### config.mk
export PLATFORM = sky130hd
export DESIGN_NAME = video_sync_decoder
export DESIGN_NICKNAME = d
export VERILOG_FILES = /design/src/rtl/video_sync_decoder.sv
export SDC_FILE = /design/constraint.sdc
export NUM_CORES = 1
export LEC_CHECK = 0
export ABC_AREA = 1
export CORE_MARGIN = 8
export CORE_UTILIZATION = 35
export CTS_CLUSTER_SIZE = 16
export DETAILED_ROUTE_END_ITERATION = 7
export HOLD_SLACK_MARGIN = 0.1
export SETUP_SLACK_MARGIN = 0.2
export SYNTH_ARGS = -nofsm -noshare
export SYNTH_HDL_FRONTEND = slang
export SYNTH_SLANG_ARGS = --single-unit
### constraint.sdc
create_clock -name clk -period 4.09 [get_ports clk]
set_input_delay 0.818 -clock clk [delete_from_list [all_inputs] [get_ports clk]]
set_output_delay 0.818 -clock clk [all_outputs]
set_load 0.01 [all_outputs]
### src/rtl/video_sync_decoder.sv
// video_sync_decoder: recovers pixel x/y from hsync/vsync/rgb and checks raster timing.
// Define VIDEO_DECODER_CRC_EN to add a per-frame CRC-16-CCITT of active pixels on frame_crc.
module video_sync_decoder #(
  parameter int unsigned H_TOTAL  = 309,
  parameter int unsigned V_TOTAL  = 262,
  parameter int unsigned H_START  = 46,
  parameter int unsigned H_ACTIVE = 256,
  parameter int unsigned V_START  = 8,
  parameter int unsigned V_ACTIVE = 240,
  parameter bit          SYNC_POL = 1'b1
) (
  input  logic        clk,
  input  logic        reset,
  input  logic        hsync,
  input  logic        vsync,
  input  logic [2:0]  rgb,
  output logic        locked,
  output logic        pixel_valid,
  output logic [8:0]  x,
  output logic [7:0]  y,
  output logic        frame_done,
  output logic [16:0] lit_count,
  output logic [9:0]  line_len,
  output logic [8:0]  frame_lines,
  output logic [7:0]  err_count,
  output logic [15:0] frame_crc
);

  localparam logic [9:0] HT      = 10'(H_TOTAL);
  localparam logic [9:0] HA_MIN  = 10'(H_START);
  localparam logic [9:0] HA_MAX  = 10'(H_START + H_ACTIVE - 1);
  localparam logic [9:0] TIMEOUT = 10'(2 * H_TOTAL - 1);
  localparam logic [8:0] VT      = 9'(V_TOTAL);
  localparam logic [8:0] VA_MIN  = 9'(V_START);
  localparam logic [8:0] VA_MAX  = 9'(V_START + V_ACTIVE - 1);

  typedef enum logic [1:0] {SEARCH, MEASURE, LOCKED} state_t;

  state_t      state_q, state_d;
  logic        hs_act_q, hs_prev_q, vs_act_q, vs_prev_q;
  logic [2:0]  rgb_q;
  logic [9:0]  h_cnt_q, h_cnt_d;
  logic [8:0]  v_cnt_q, v_cnt_d;
  logic        bad_q, bad_d;
  logic [16:0] acc_q, acc_d;
  logic        pv_q, pv_d;
  logic [8:0]  x_q, x_d;
  logic [7:0]  y_q, y_d;
  logic        frame_done_q;
  logic [16:0] lit_q, lit_d;
  logic [9:0]  line_len_q, line_len_d;
  logic [8:0]  frame_lines_q, frame_lines_d;
  logic [7:0]  err_q, err_d;

  logic        h_edge, v_edge, line_bad, frame_bad, timeout, err_inc, lit_inc;
  logic [9:0]  len_meas;
  logic [8:0]  lines_meas;

  always_comb begin
    h_edge     = hs_act_q & ~hs_prev_q;
    v_edge     = vs_act_q & ~vs_prev_q;
    len_meas   = (h_cnt_q == 10'h3FF) ? 10'h3FF : h_cnt_q + 10'd1;
    lines_meas = (v_cnt_q == 9'h1FF) ? 9'h1FF : v_cnt_q + 9'd1;
    line_bad   = h_edge && (len_meas != HT);
    frame_bad  = v_edge && (lines_meas != VT);
    timeout    = !h_edge && (h_cnt_q == TIMEOUT);

    h_cnt_d = h_edge ? '0 : len_meas;
    if (v_edge)
      v_cnt_d = '0;
    else if (h_edge)
      v_cnt_d = lines_meas;
    else
      v_cnt_d = v_cnt_q;
    line_len_d    = h_edge ? len_meas : line_len_q;
    frame_lines_d = v_edge ? lines_meas : frame_lines_q;

    // A MEASURE window opens on a vsync edge; the line closed by that same edge
    // belongs to the previous (unqualified) frame, so it is not held against lock.
    state_d = state_q;
    bad_d   = bad_q;
    err_inc = 1'b0;
    case (state_q)
      SEARCH: begin
        if (v_edge) begin
          state_d = MEASURE;
          bad_d   = 1'b0;
        end
      end
      MEASURE: begin
        if (v_edge) begin
          bad_d = 1'b0;
          if (!bad_q && !line_bad && !frame_bad)
            state_d = LOCKED;
        end else if (line_bad) begin
          bad_d = 1'b1;
        end
      end
      LOCKED: begin
        if (line_bad || frame_bad) begin
          err_inc = 1'b1;
          state_d = SEARCH;
        end
      end
      default: state_d = SEARCH;
    endcase
    if (timeout) begin
      state_d = SEARCH;
      if (state_q == LOCKED)
        err_inc = 1'b1;
    end
    err_d = (err_inc && err_q != 8'hFF) ? err_q + 8'd1 : err_q;

    pv_d = (state_d == LOCKED) &&
           (h_cnt_d >= HA_MIN) && (h_cnt_d <= HA_MAX) &&
           (v_cnt_d >= VA_MIN) && (v_cnt_d <= VA_MAX);
    x_d  = pv_d ? 9'(h_cnt_d - HA_MIN) : x_q;
    y_d  = pv_d ? 8'(v_cnt_d - VA_MIN) : y_q;

    lit_inc = pv_d && (rgb_q != 3'b000);
    acc_d   = v_edge ? '0 : acc_q + 17'(lit_inc);
    lit_d   = (v_edge && state_q == LOCKED) ? acc_q + 17'(lit_inc) : lit_q;
  end

  always_ff @(posedge clk or negedge reset) begin
    if (!reset) begin
      state_q       <= SEARCH;
      hs_act_q      <= 1'b0;
      hs_prev_q     <= 1'b0;
      vs_act_q      <= 1'b0;
      vs_prev_q     <= 1'b0;
      rgb_q         <= '0;
      h_cnt_q       <= '0;
      v_cnt_q       <= '0;
      bad_q         <= 1'b0;
      acc_q         <= '0;
      pv_q          <= 1'b0;
      x_q           <= '0;
      y_q           <= '0;
      frame_done_q  <= 1'b0;
      lit_q         <= '0;
      line_len_q    <= '0;
      frame_lines_q <= '0;
      err_q         <= '0;
    end else begin
      state_q       <= state_d;
      hs_act_q      <= (hsync == SYNC_POL);
      hs_prev_q     <= hs_act_q;
      vs_act_q      <= (vsync == SYNC_POL);
      vs_prev_q     <= vs_act_q;
      rgb_q         <= rgb;
      h_cnt_q       <= h_cnt_d;
      v_cnt_q       <= v_cnt_d;
      bad_q         <= bad_d;
      acc_q         <= acc_d;
      pv_q          <= pv_d;
      x_q           <= x_d;
      y_q           <= y_d;
      frame_done_q  <= v_edge;
      lit_q         <= lit_d;
      line_len_q    <= line_len_d;
      frame_lines_q <= frame_lines_d;
      err_q         <= err_d;
    end
  end

  assign locked      = (state_q == LOCKED);
  assign pixel_valid = pv_q;
  assign x           = x_q;
  assign y           = y_q;
  assign frame_done  = frame_done_q;
  assign lit_count   = lit_q;
  assign line_len    = line_len_q;
  assign frame_lines = frame_lines_q;
  assign err_count   = err_q;

`ifdef VIDEO_DECODER_CRC_EN
  function automatic logic [15:0] crc16_byte(input logic [15:0] c, input logic [7:0] d);
    logic [15:0] r;
    logic [7:0]  b;
    r = c;
    b = d;
    for (int unsigned i = 0; i < 8; i++) begin
      if (r[15] ^ b[7])
        r = {r[14:0], 1'b0} ^ 16'h1021;
      else
        r = {r[14:0], 1'b0};
      b = {b[6:0], 1'b0};
    end
    return r;
  endfunction

  logic [15:0] crc_q, crc_d, crc_upd, fcrc_q, fcrc_d;

  always_comb begin
    crc_upd = pv_d ? crc16_byte(crc_q, {5'b00000, rgb_q}) : crc_q;
    crc_d   = v_edge ? 16'hFFFF : crc_upd;
    fcrc_d  = (v_edge && state_q == LOCKED) ? crc_upd : fcrc_q;
  end

  always_ff @(posedge clk or negedge reset) begin
    if (!reset) begin
      crc_q  <= 16'hFFFF;
      fcrc_q <= '0;
    end else begin
      crc_q  <= crc_d;
      fcrc_q <= fcrc_d;
    end
  end

  assign frame_crc = fcrc_q;
`else
  assign frame_crc = '0;
`endif

endmodule

==> flow_metrics.env, run 1 <==
export IMPL_endpoint_kind="flop"
export IMPL_cts_root_buf="clkbuf_16"
export IMPL_ir_drop_mv=0.204
export IMPL_tightest_slew_ns=0.841
export IMPL_hold_viol=0
export IMPL_clk_latency_ns=0.36
export IMPL_cap_violations=0
export IMPL_combinationalPowerShare_pct=21.7
export IMPL_pre_cts_slack_ns=-0.0225
export IMPL_power_share_switching_pct=30.5
export IMPL_ys_top_cells_by_area="dfrtp_1, nand2_1, inv_1"
export IMPL_ctsHoldBuffers=0
export IMPL_antenna_found_initial=0
export IMPL_syn_inst=633
export IMPL_grt_pass1_wl_mm=21.8
export IMPL_synth_area_per_cell_um2=8.42
export IMPL_p_switching_mw=0.836
export IMPL_r2r_cells=30
export IMPL_numCtsBuffers=9
export IMPL_use_met1_pct=16.5
export IMPL_hold_path_depth=0
export IMPL_layout_common_cells="nand2_1, dfrtp_1, inv_1"
export IMPL_instances_no_fill=933
export IMPL_seq_area_frac_synth_pct=51.2
export IMPL_gr_usage_met3_pct=4.04
export IMPL_r2r_setup_slack_ns=0.32
export IMPL_synth_flop_cell="dfrtp_1"
export IMPL_rsz0062_at_grt="yes"
export IMPL_arrival_ns=4.04
export IMPL_p_leak_nw=3.40
export IMPL_cts_tree="done"
export IMPL_num_rows=45
export IMPL_worstSetupStartpointType="flop"
export IMPL_ys_types=38
export IMPL_dieArea_mm2=0.0194
export IMPL_syn_cell_area_mm2=0.00533
export IMPL_critical_path_max_fanout=4
export IMPL_outcome="finished, final reports clean"
export IMPL_slew_headroom_pct=43.9
export IMPL_final_nets=757
export IMPL_cp_required_ns=4.36
export IMPL_pwr_share_clk_pct=33.3
export IMPL_final_common_cell="nand2_1"
export IMPL_total_power_mw=2.74
export IMPL_initial_core_util_pct=35.5
export IMPL_hold_start="vs_act_q"
export IMPL_slowest_delay_ns=0.42
export IMPL_power_density_mw_per_mm2=386
export IMPL_cp_num_buf_inv=4
export IMPL_clk_pin_slew_ns=0.07
export IMPL_fin_setup_tns_ns=0
export IMPL_io_buffers=70
export IMPL_synth_seq_cells=109
export IMPL_die_h_um=139
export IMPL_area_growth_pct=33.3
export IMPL_drtIter0Drc=274
export IMPL_synthArstFlopShare_pct=100
export IMPL_critPathSlowestCell="dfrtp_1"
export IMPL_critPathKind="reg2reg"
export IMPL_hold_path_end="vs_prev_q"
export IMPL_period_needed_ns=3.77
export IMPL_clock_skew_ns=0.00914
export IMPL_hpwl_mm=9.93
export IMPL_fill_cells=1390
export IMPL_grt_use_total_pct=13.9
export IMPL_route_detailed_drc=0
export IMPL_yosysWarnings=0
export IMPL_cts_sink_count=109
export IMPL_rr_startpoint="v_cnt_q[0]"
export IMPL_synth_top_area_cell="dfrtp_1"
export IMPL_grt_busiest_layer="met2"
export IMPL_first_pass_iters=4
export IMPL_synth_edff_count=0
export IMPL_drtAntennaViolNets=0
export IMPL_antenna_cells=0
export IMPL_grt_met2_usage_pct=23.6
export IMPL_worst_slack_ns=0.324
export IMPL_wirelength_mm=13.8
export IMPL_io_pins=87
export IMPL_first_global_vias=4283
export IMPL_drive_above_1_share_pct=19.1
export IMPL_fmax_mhz=266
export IMPL_wl_per_cell_um=14.8
export IMPL_clock_path_buffers=2
export IMPL_pwr_share_seq_pct=45.0
export IMPL_internal_power_mw=1.91
export IMPL_htree_levels=3
export IMPL_crit_family="simple AND/OR/NAND/NOR gates"
export IMPL_utilization_pct=47.3
export IMPL_finalMaxSlewViolations=0
export IMPL_core_mm2=0.0150
export IMPL_path_depth=30
export IMPL_synth_top_area_share_pct=51.2
export IMPL_setup_viol=0
export IMPL_die_width_um=139
export IMPL_period_share_pct=92.1
export IMPL_vias=4457
export IMPL_grt_max_degree=49
export IMPL_dp_cells=889
export IMPL_r2r_end="lit_count[14]"
export IMPL_hp_class="reg2reg"
export IMPL_grt_overflow=0
export IMPL_vias_per_cell=4.78
export IMPL_routabilityCongestion=0.851
[final cells by class]
| type | instances | area, um^2 | area share (%) |
|---|---|---|---|
| sequential | 109 | 2730 | 38.5 |
| multi-input combinational | 424 | 2490 | 35.1 |
| timing repair buffer | 112 | 1020 | 14.4 |
| inverter | 84 | 315 | 4.44 |
| clock buffer | 11 | 243 | 3.42 |
| tap | 188 | 235 | 3.31 |
| clock inverter | 5 | 67.6 | 0.951 |
[worst register-to-register path, delay by kind of cell, from the launching register on]
kind,cells,cell delay [ns]
xor+xnor,1,0.13
simple gates,19,1.88
fa+ha+maj,4,0.65
compound gates,2,0.28
buf+inv,4,0.32
flops,1,0.42
[worst max path at each step]
| stage | start | to | slack, ns |
|---|---|---|---|
| final | v_cnt_q[0] | lit_count[14] | 0.32 |
| after detailed placement | v_cnt_q[0] | lit_count[16] | -0.02 |
| after floorplan | v_cnt_q[0] | lit_count[16] | 0.10 |
| after CTS | v_cnt_q[1] | lit_count[16] | 0.20 |
| after global routing | v_cnt_q[0] | lit_count[16] | 0.06 |
| after global placement | h_cnt_q[0] | lit_count[16] | 0.12 |
[per-stage QoR]
step                instance area [um^2]  hold slack, ns
global route                        7110           0.389
global placement                    6320           0.358
floorplan                           5480           0.354
CTS                                 6700           0.381
finish                              7110           0.378
detailed placement                  6320           0.365
[flip-flops by register name (all words and copies together), names as in the netlist, 2 cells and up]
| signal | cells |
|---|---|
| acc_q | 17 |
| frame_lines | 9 |
| v_cnt_q | 9 |
| lit_count | 17 |
| err_count | 8 |
| rgb_q | 3 |
| h_cnt_q | 10 |
| x | 9 |
| line_len | 10 |
| state_q | 2 |
| y | 8 |
[cell usage after synthesis, types with 2 or more instances]
library cell / instances
inv_1: 81
o21ai_1: 2
dfrtp_1: 109
nand2_1: 144
nand2_2: 2
a31oi_1: 10
xnor2_1: 8
buf_2: 3
ha_1: 10
buf_1: 4
buf_4: 18
clkbuf_1: 5
o21ai_0: 32
nor2_2: 5
nor3_1: 11
a21oi_1: 10
buf_6: 2
nand3_1: 56
nor2_1: 65
nand4_1: 11
nor3b_1: 2
xor2_1: 21
nand3_4: 2
inv_2: 3
o211ai_1: 2
nor2_4: 3
[power by group through the flow]
stage               Combinational (mW)  Clock (mW)  Sequential [mW]
floorplan                        0.292           0             1.25
global route                     0.656       0.981             1.24
detailed placement               0.501           0             1.24
finish                           0.596       0.913             1.23
global placement                 0.496           0             1.24
CTS                              0.519       0.943             1.22
[logic make-up after synthesis]
group / count (synthesis) / share of synthesized area [%]
AND/OR/NAND/NOR: 308 / 25.7
buffers and inverters: 116 / 9.79
flip-flops: 109 / 51.2
AO/OA/AOI/OAI: 60 / 6.17
XOR/XNOR: 29 / 4.76
adder cells (fa/ha/maj): 10 / 2.35
other: 1 / 0.0703
[layer usage]
layer | share of wire (%) | wire length [um]
met1 | 45 | 6150
met2 | 49 | 6780
met3 | 4.6 | 639
met4 | 1.8 | 242
met5 | 0 | 0
[timing repair]
item | CTS | global route
cloned | 0 | 1
pin swaps | 4 | 34
gates resized for setup | 6 | 59
setup endpoints to repair | 10 | 18
buffers inserted | 5 | 22
Power figures use the tool's default switching activity.
==> run 2: changes to the inputs <==
--- a/config.mk
+++ b/config.mk
@@ -6,12 +6,14 @@
 export NUM_CORES = 1
 export LEC_CHECK = 0
 export ABC_AREA = 1
+export CAP_MARGIN = 5
 export CORE_MARGIN = 8
-export CORE_UTILIZATION = 35
+export CORE_UTILIZATION = 30
 export CTS_CLUSTER_SIZE = 16
 export DETAILED_ROUTE_END_ITERATION = 7
 export HOLD_SLACK_MARGIN = 0.1
 export SETUP_SLACK_MARGIN = 0.2
+export SLEW_MARGIN = 10
 export SYNTH_ARGS = -nofsm -noshare
 export SYNTH_HDL_FRONTEND = slang
 export SYNTH_SLANG_ARGS = --single-unit
==> run 2 against run 1 <==
Sequential power about the same. Worst setup slack improved by 0.0084 ns. Hold slack worse by 0.0037 ns. Critical path type unchanged. Largest cell class unchanged. Highest routed layer unchanged.
==> flow_metrics.env, run 2 (same netlist as run 1, synthesis figures left out) <==
export IMPL_htree_levels=3
export IMPL_core_mm2=0.0174
export IMPL_drtIter0Drc=232
export IMPL_cp_required_ns=4.39
export IMPL_endpoint_kind="flop"
export IMPL_clock_path_buffers=2
export IMPL_vias=4379
export IMPL_io_buffers=70
export IMPL_die_width_um=149
export IMPL_dp_cells=924
export IMPL_ctsHoldBuffers=0
export IMPL_hold_viol=0
export IMPL_hp_class="reg2reg"
export IMPL_first_global_vias=4043
export IMPL_numCtsBuffers=9
export IMPL_initial_core_util_pct=30.7
export IMPL_antenna_found_initial=0
export IMPL_cap_violations=0
export IMPL_antenna_cells=0
export IMPL_hold_path_depth=0
export IMPL_worstSetupStartpointType="flop"
export IMPL_io_pins=87
export IMPL_outcome="finished, final reports clean"
export IMPL_dieArea_mm2=0.0223
export IMPL_clk_pin_slew_ns=0.08
export IMPL_drive_above_1_share_pct=16.9
export IMPL_critPathKind="reg2reg"
export IMPL_layout_common_cells="nand2_1, dfrtp_1, inv_1"
export IMPL_instances_no_fill=966
export IMPL_final_common_cell="nand2_1"
export IMPL_cts_tree="done"
export IMPL_vias_per_cell=4.53
export IMPL_die_h_um=149
export IMPL_num_rows=48
export IMPL_final_nets=753
export IMPL_clock_skew_ns=0.0119
export IMPL_wirelength_mm=13.3
export IMPL_grt_max_degree=66
export IMPL_finalMaxSlewViolations=0
export IMPL_grt_overflow=0
export IMPL_ir_drop_mv=0.315
export IMPL_r2r_cells=24
export IMPL_cts_root_buf="clkbuf_16"
export IMPL_fin_setup_tns_ns=0
export IMPL_setup_viol=0
export IMPL_period_share_pct=91.9
export IMPL_p_leak_nw=3.37
export IMPL_cts_sink_count=109
export IMPL_area_growth_pct=32.3
export IMPL_drtAntennaViolNets=0
export IMPL_first_pass_iters=4
export IMPL_routabilityCongestion=0.857
export IMPL_tightest_slew_ns=0.823
export IMPL_power_density_mw_per_mm2=374
export IMPL_critical_path_max_fanout=5
export IMPL_holdWs_ns=0.374
export IMPL_clk_latency_ns=0.36
export IMPL_hpwl_mm=9.26
export IMPL_arrival_ns=4.05
export IMPL_wl_per_cell_um=13.8
export IMPL_fmax_mhz=266
export IMPL_grt_pass1_wl_mm=21.1
export IMPL_grt_use_total_pct=11.9
export IMPL_route_detailed_drc=0
export IMPL_period_needed_ns=3.76
export IMPL_rsz0062_at_grt="yes"
export IMPL_slew_headroom_pct=45.1
[run 2: changes by cell type in the layout (fill, tap and decap cells not counted), moves of 3 or more]
cell / before / now
buf_4: 42 / 38
inv_2: 9 / 6
clkinvlp_4: 0 / 3
nor2_2: 9 / 5
nand2_1: 125 / 130
nand2_2: 14 / 9
inv_1: 75 / 78
nand3_1: 44 / 47
[run 2: path summary, 6_finish.rpt]
kind / startpoint / endpoint / slack [ns]
hold reg to reg: hs_act_q / hs_prev_q / 0.37
min in group asynchronous: reset / lit_count[7] / 0.54
setup reg to reg: v_cnt_q[0] / acc_q[15] / 0.33
max in group asynchronous: reset / h_cnt_q[2] / 2.67
hold / removal: hs_act_q / hs_prev_q / 0.37
setup / recovery: v_cnt_q[0] / acc_q[15] / 0.33
[run 2: power by group]
part	switching [mW]	internal, mW
sequential	0.0735	1.16
combinational	0.327	0.219
clock	0.435	0.428
[run 2: worst max-delay path: stages (launching register included)]
cell and delay (ns):
dfrtp_2 0.42, ha_4 0.18, nand2_4 0.06, nor2_4 0.17, nand3_2 0.18, buf_4 0.18, nand3_1 0.06, nand3_1 0.12
nor2_1 0.17, nand4_1 0.13, nand3_2 0.09, nand3_2 0.08, nor2_4 0.14, nand2_4 0.07, nor2_4 0.09, ha_4 0.15
buf_4 0.10, nand4_1 0.11, nor2_2 0.15, nand3_1 0.16, nor3_4 0.20, nand3_2 0.13, nor3b_2 0.21, xor2_1 0.19
and2_1 0.15
[run 2: area by class of cell]
cell class | count | area [um^2]
fillers | 1732 | 10300
flip-flops and latches | 109 | 2730
multi-input cells | 425 | 2450
repair buffers | 107 | 976
inverters | 84 | 315
well taps | 225 | 282
clock buffers | 9 | 225
clock inverters | 7 | 70.1
[run 2: metrics by stage]
stage	cell area [um^2]	power, mW	setup WS [ns]	utilization, %
CTS	6740	2.62	0.213	38.8
detailed placement	6350	1.73	0.0229	36.6
global route	7050	2.79	0.0760	40.6
floorplan	5480	1.54	0.101	-
finish	7050	2.64	0.332	40.6
global placement	6350	1.73	0.143	36.6
[run 2: routing by layer]
| layer | global-route usage, % | part of all wire (%) | up-vias |
|---|---|---|---|
| li1 | - | - | 2181 |
| met1 | 15.8 | 47 | 2091 |
| met2 | 18.1 | 46 | 97 |
| met3 | 3.46 | 6.1 | 10 |
| met4 | 4.04 | 1.1 | 0 |
| met5 | 0 | 0 | - |
[run 2: timing repair]
action / in CTS / in global routing
cloned: 0 / 2
pin swaps: 4 / 23
gates resized for setup: 9 / 41
buffers inserted: 7 / 17
setup endpoints to repair: 8 / 16
==> run 3: changes to the inputs <==
--- a/config.mk
+++ b/config.mk
@@ -9,11 +9,14 @@
 export CAP_MARGIN = 5
 export CORE_MARGIN = 8
 export CORE_UTILIZATION = 30
+export CTS_BUF_LIST = sky130_fd_sc_hd__clkbuf_4 sky130_fd_sc_hd__clkbuf_8
 export CTS_CLUSTER_SIZE = 16
 export DETAILED_ROUTE_END_ITERATION = 7
 export HOLD_SLACK_MARGIN = 0.1
 export SETUP_SLACK_MARGIN = 0.2
+export SKIP_CTS_REPAIR_TIMING = 1
 export SLEW_MARGIN = 10
 export SYNTH_ARGS = -nofsm -noshare
 export SYNTH_HDL_FRONTEND = slang
 export SYNTH_SLANG_ARGS = --single-unit
+export TNS_END_PERCENT = 10
==> run 3 against run 2 <==
Via count decreased by 0.84%. Register-to-register slack about the same. Design area decreased by 0.83%. Maximum frequency increased by 0.11%. Largest power group unchanged. Sequential share of layout area increased by 0.31 points. Utilization decreased by 0.34 points. Worst setup slack improved by 0.0041 ns.
==> flow_metrics.env, run 3 (same netlist as run 1, synthesis figures left out) <==
export IMPL_first_pass_iters=5
export IMPL_first_global_vias=4243
export IMPL_cts_root_buf="clkbuf_8"
export IMPL_grt_overflow=0
export IMPL_hpwl_mm=9.67
export IMPL_final_nets=756
export IMPL_worstSetupStartpointType="flop"
export IMPL_fill_cells=1757
export IMPL_clk_pin_slew_ns=0.10
export IMPL_finalMaxSlewViolations=0
export IMPL_io_buffers=70
export IMPL_multi_input_area_mm2=0.00244
export IMPL_cts_tree="done"
export IMPL_period_share_pct=91.8
export IMPL_rsz0062_at_grt="yes"
export IMPL_slowest_delay_ns=0.42
export IMPL_ir_drop_mv=0.242
export IMPL_drive_above_1_share_pct=17.3
export IMPL_grt_use_total_pct=12.1
export IMPL_layout_common_cells="nand2_1, dfrtp_1, inv_1"
export IMPL_clock_skew_ns=0.0131
export IMPL_critical_path_max_fanout=4
export IMPL_arrival_ns=4.07
export IMPL_core_mm2=0.0174
export IMPL_cp_num_buf_inv=4
export IMPL_worst_slack_ns=0.336
export IMPL_fin_setup_tns_ns=0
export IMPL_htree_levels=3
export IMPL_io_pins=87
export IMPL_p_leak_nw=3.36
export IMPL_routabilityCongestion=0.875
export IMPL_final_common_cell="nand2_1"
export IMPL_setup_viol=0
export IMPL_grt_pass1_wl_mm=21.5
export IMPL_area_growth_pct=31.2
export IMPL_pwr_share_clk_pct=27.5
export IMPL_p_switching_mw=0.786
export IMPL_dieArea_mm2=0.0223
export IMPL_vias_per_cell=4.48
export IMPL_crit_family="simple AND/OR/NAND/NOR gates"
export IMPL_clk_latency_ns=0.40
export IMPL_antenna_cells=0
export IMPL_internal_power_mw=1.68
export IMPL_total_power_mw=2.47
export IMPL_die_h_um=149
export IMPL_seq_area_mm2=0.00273
export IMPL_power_share_switching_pct=31.9
export IMPL_pre_cts_slack_ns=0.0230
export IMPL_cap_violations=0
export IMPL_combinationalPowerShare_pct=22.4
export IMPL_power_density_mw_per_mm2=352
export IMPL_fmax_mhz=266
export IMPL_numCtsBuffers=9
export IMPL_num_rows=48
export IMPL_grt_max_degree=56
export IMPL_critPathSlowestCell="dfrtp_1"
export IMPL_tightest_slew_ns=0.856
export IMPL_initial_core_util_pct=30.7
export IMPL_outcome="finished, final reports clean"
export IMPL_pwr_share_seq_pct=50.1
export IMPL_route_detailed_drc=0
export IMPL_drtAntennaViolNets=0
export IMPL_cts_sink_count=109
export IMPL_slew_headroom_pct=42.8
export IMPL_wl_per_cell_um=14.1
export IMPL_period_needed_ns=3.75
export IMPL_drtIter0Drc=207
export IMPL_critPathKind="reg2reg"
export IMPL_clock_path_buffers=2
export IMPL_hold_viol=0
export IMPL_die_width_um=149
export IMPL_utilization_pct=40.3
export IMPL_cp_required_ns=4.40
export IMPL_wirelength_mm=13.6
export IMPL_hp_class="reg2reg"
export IMPL_vias=4342
export IMPL_antenna_found_initial=0
export IMPL_endpoint_kind="flop"
-- run 3: changes by cell type in the layout (fill, tap and decap cells not counted), moves of 2 or more --
cell        previous run  this run
buf_4                 38        40
buf_6                  0         3
clkbuf_16              9         0
clkbuf_8               0        10
clkinv_2               0         3
clkinvlp_4             3         1
inv_1                 78        76
inv_2                  6         8
inv_8                  2         0
nand3_2               11         9
-- run 3: power groups by stage --
stage / clock [mW] / sequential (mW) / combinational [mW]
final: 0.678 / 1.24 / 0.552
after floorplan: 0 / 1.25 / 0.286
after detailed placement: 0 / 1.24 / 0.489
after CTS: 0.708 / 1.22 / 0.492
after global placement: 0 / 1.24 / 0.490
after global routing: 0.743 / 1.25 / 0.619
-- run 3: layer usage --
metal / vias to the layer above / GRT usage, % / part of all wire, %
met3: 15 / 3.76 / 6.0
met5: - / 0 / 0
li1: 2187 / - / -
met4: 0 / 4.49 / 1.4
met1: 2035 / 14.9 / 45
met2: 105 / 19.6 / 48
-- run 3: area by class of cell --
class / count / share of cell area (%)
well taps: 225 / 4.02
clock buffers: 10 / 1.97
flip-flops and latches: 109 / 39.0
clock inverters: 6 / 0.876
multi-input cells: 423 / 34.9
repair buffers: 112 / 14.6
inverters: 84 / 4.51
-- run 3: worst paths after layout --
path | slack, ns | cells after the start | end | from
max in group asynchronous | 2.73 | 2 | y[5] | reset
worst max register to register | 0.34 | 30 | lit_count[14] | v_cnt_q[0]
min in group asynchronous | 0.46 | 1 | lit_count[4] | reset
worst min register to register | 0.38 | 0 | vs_prev_q | vs_act_q
worst min-delay path | 0.38 | 0 | vs_prev_q | vs_act_q
worst max-delay path | 0.34 | 30 | lit_count[14] | v_cnt_q[0]
-- run 3: stage by stage --
step                cell area (um^2)  hold WS (ns)  instances
finish                          7000         0.382        969
global route                    7000         0.393        969
CTS                             6530         0.387        943
detailed placement              6330         0.363        927
global placement                6330         0.360        927
floorplan                       5440         0.354        648
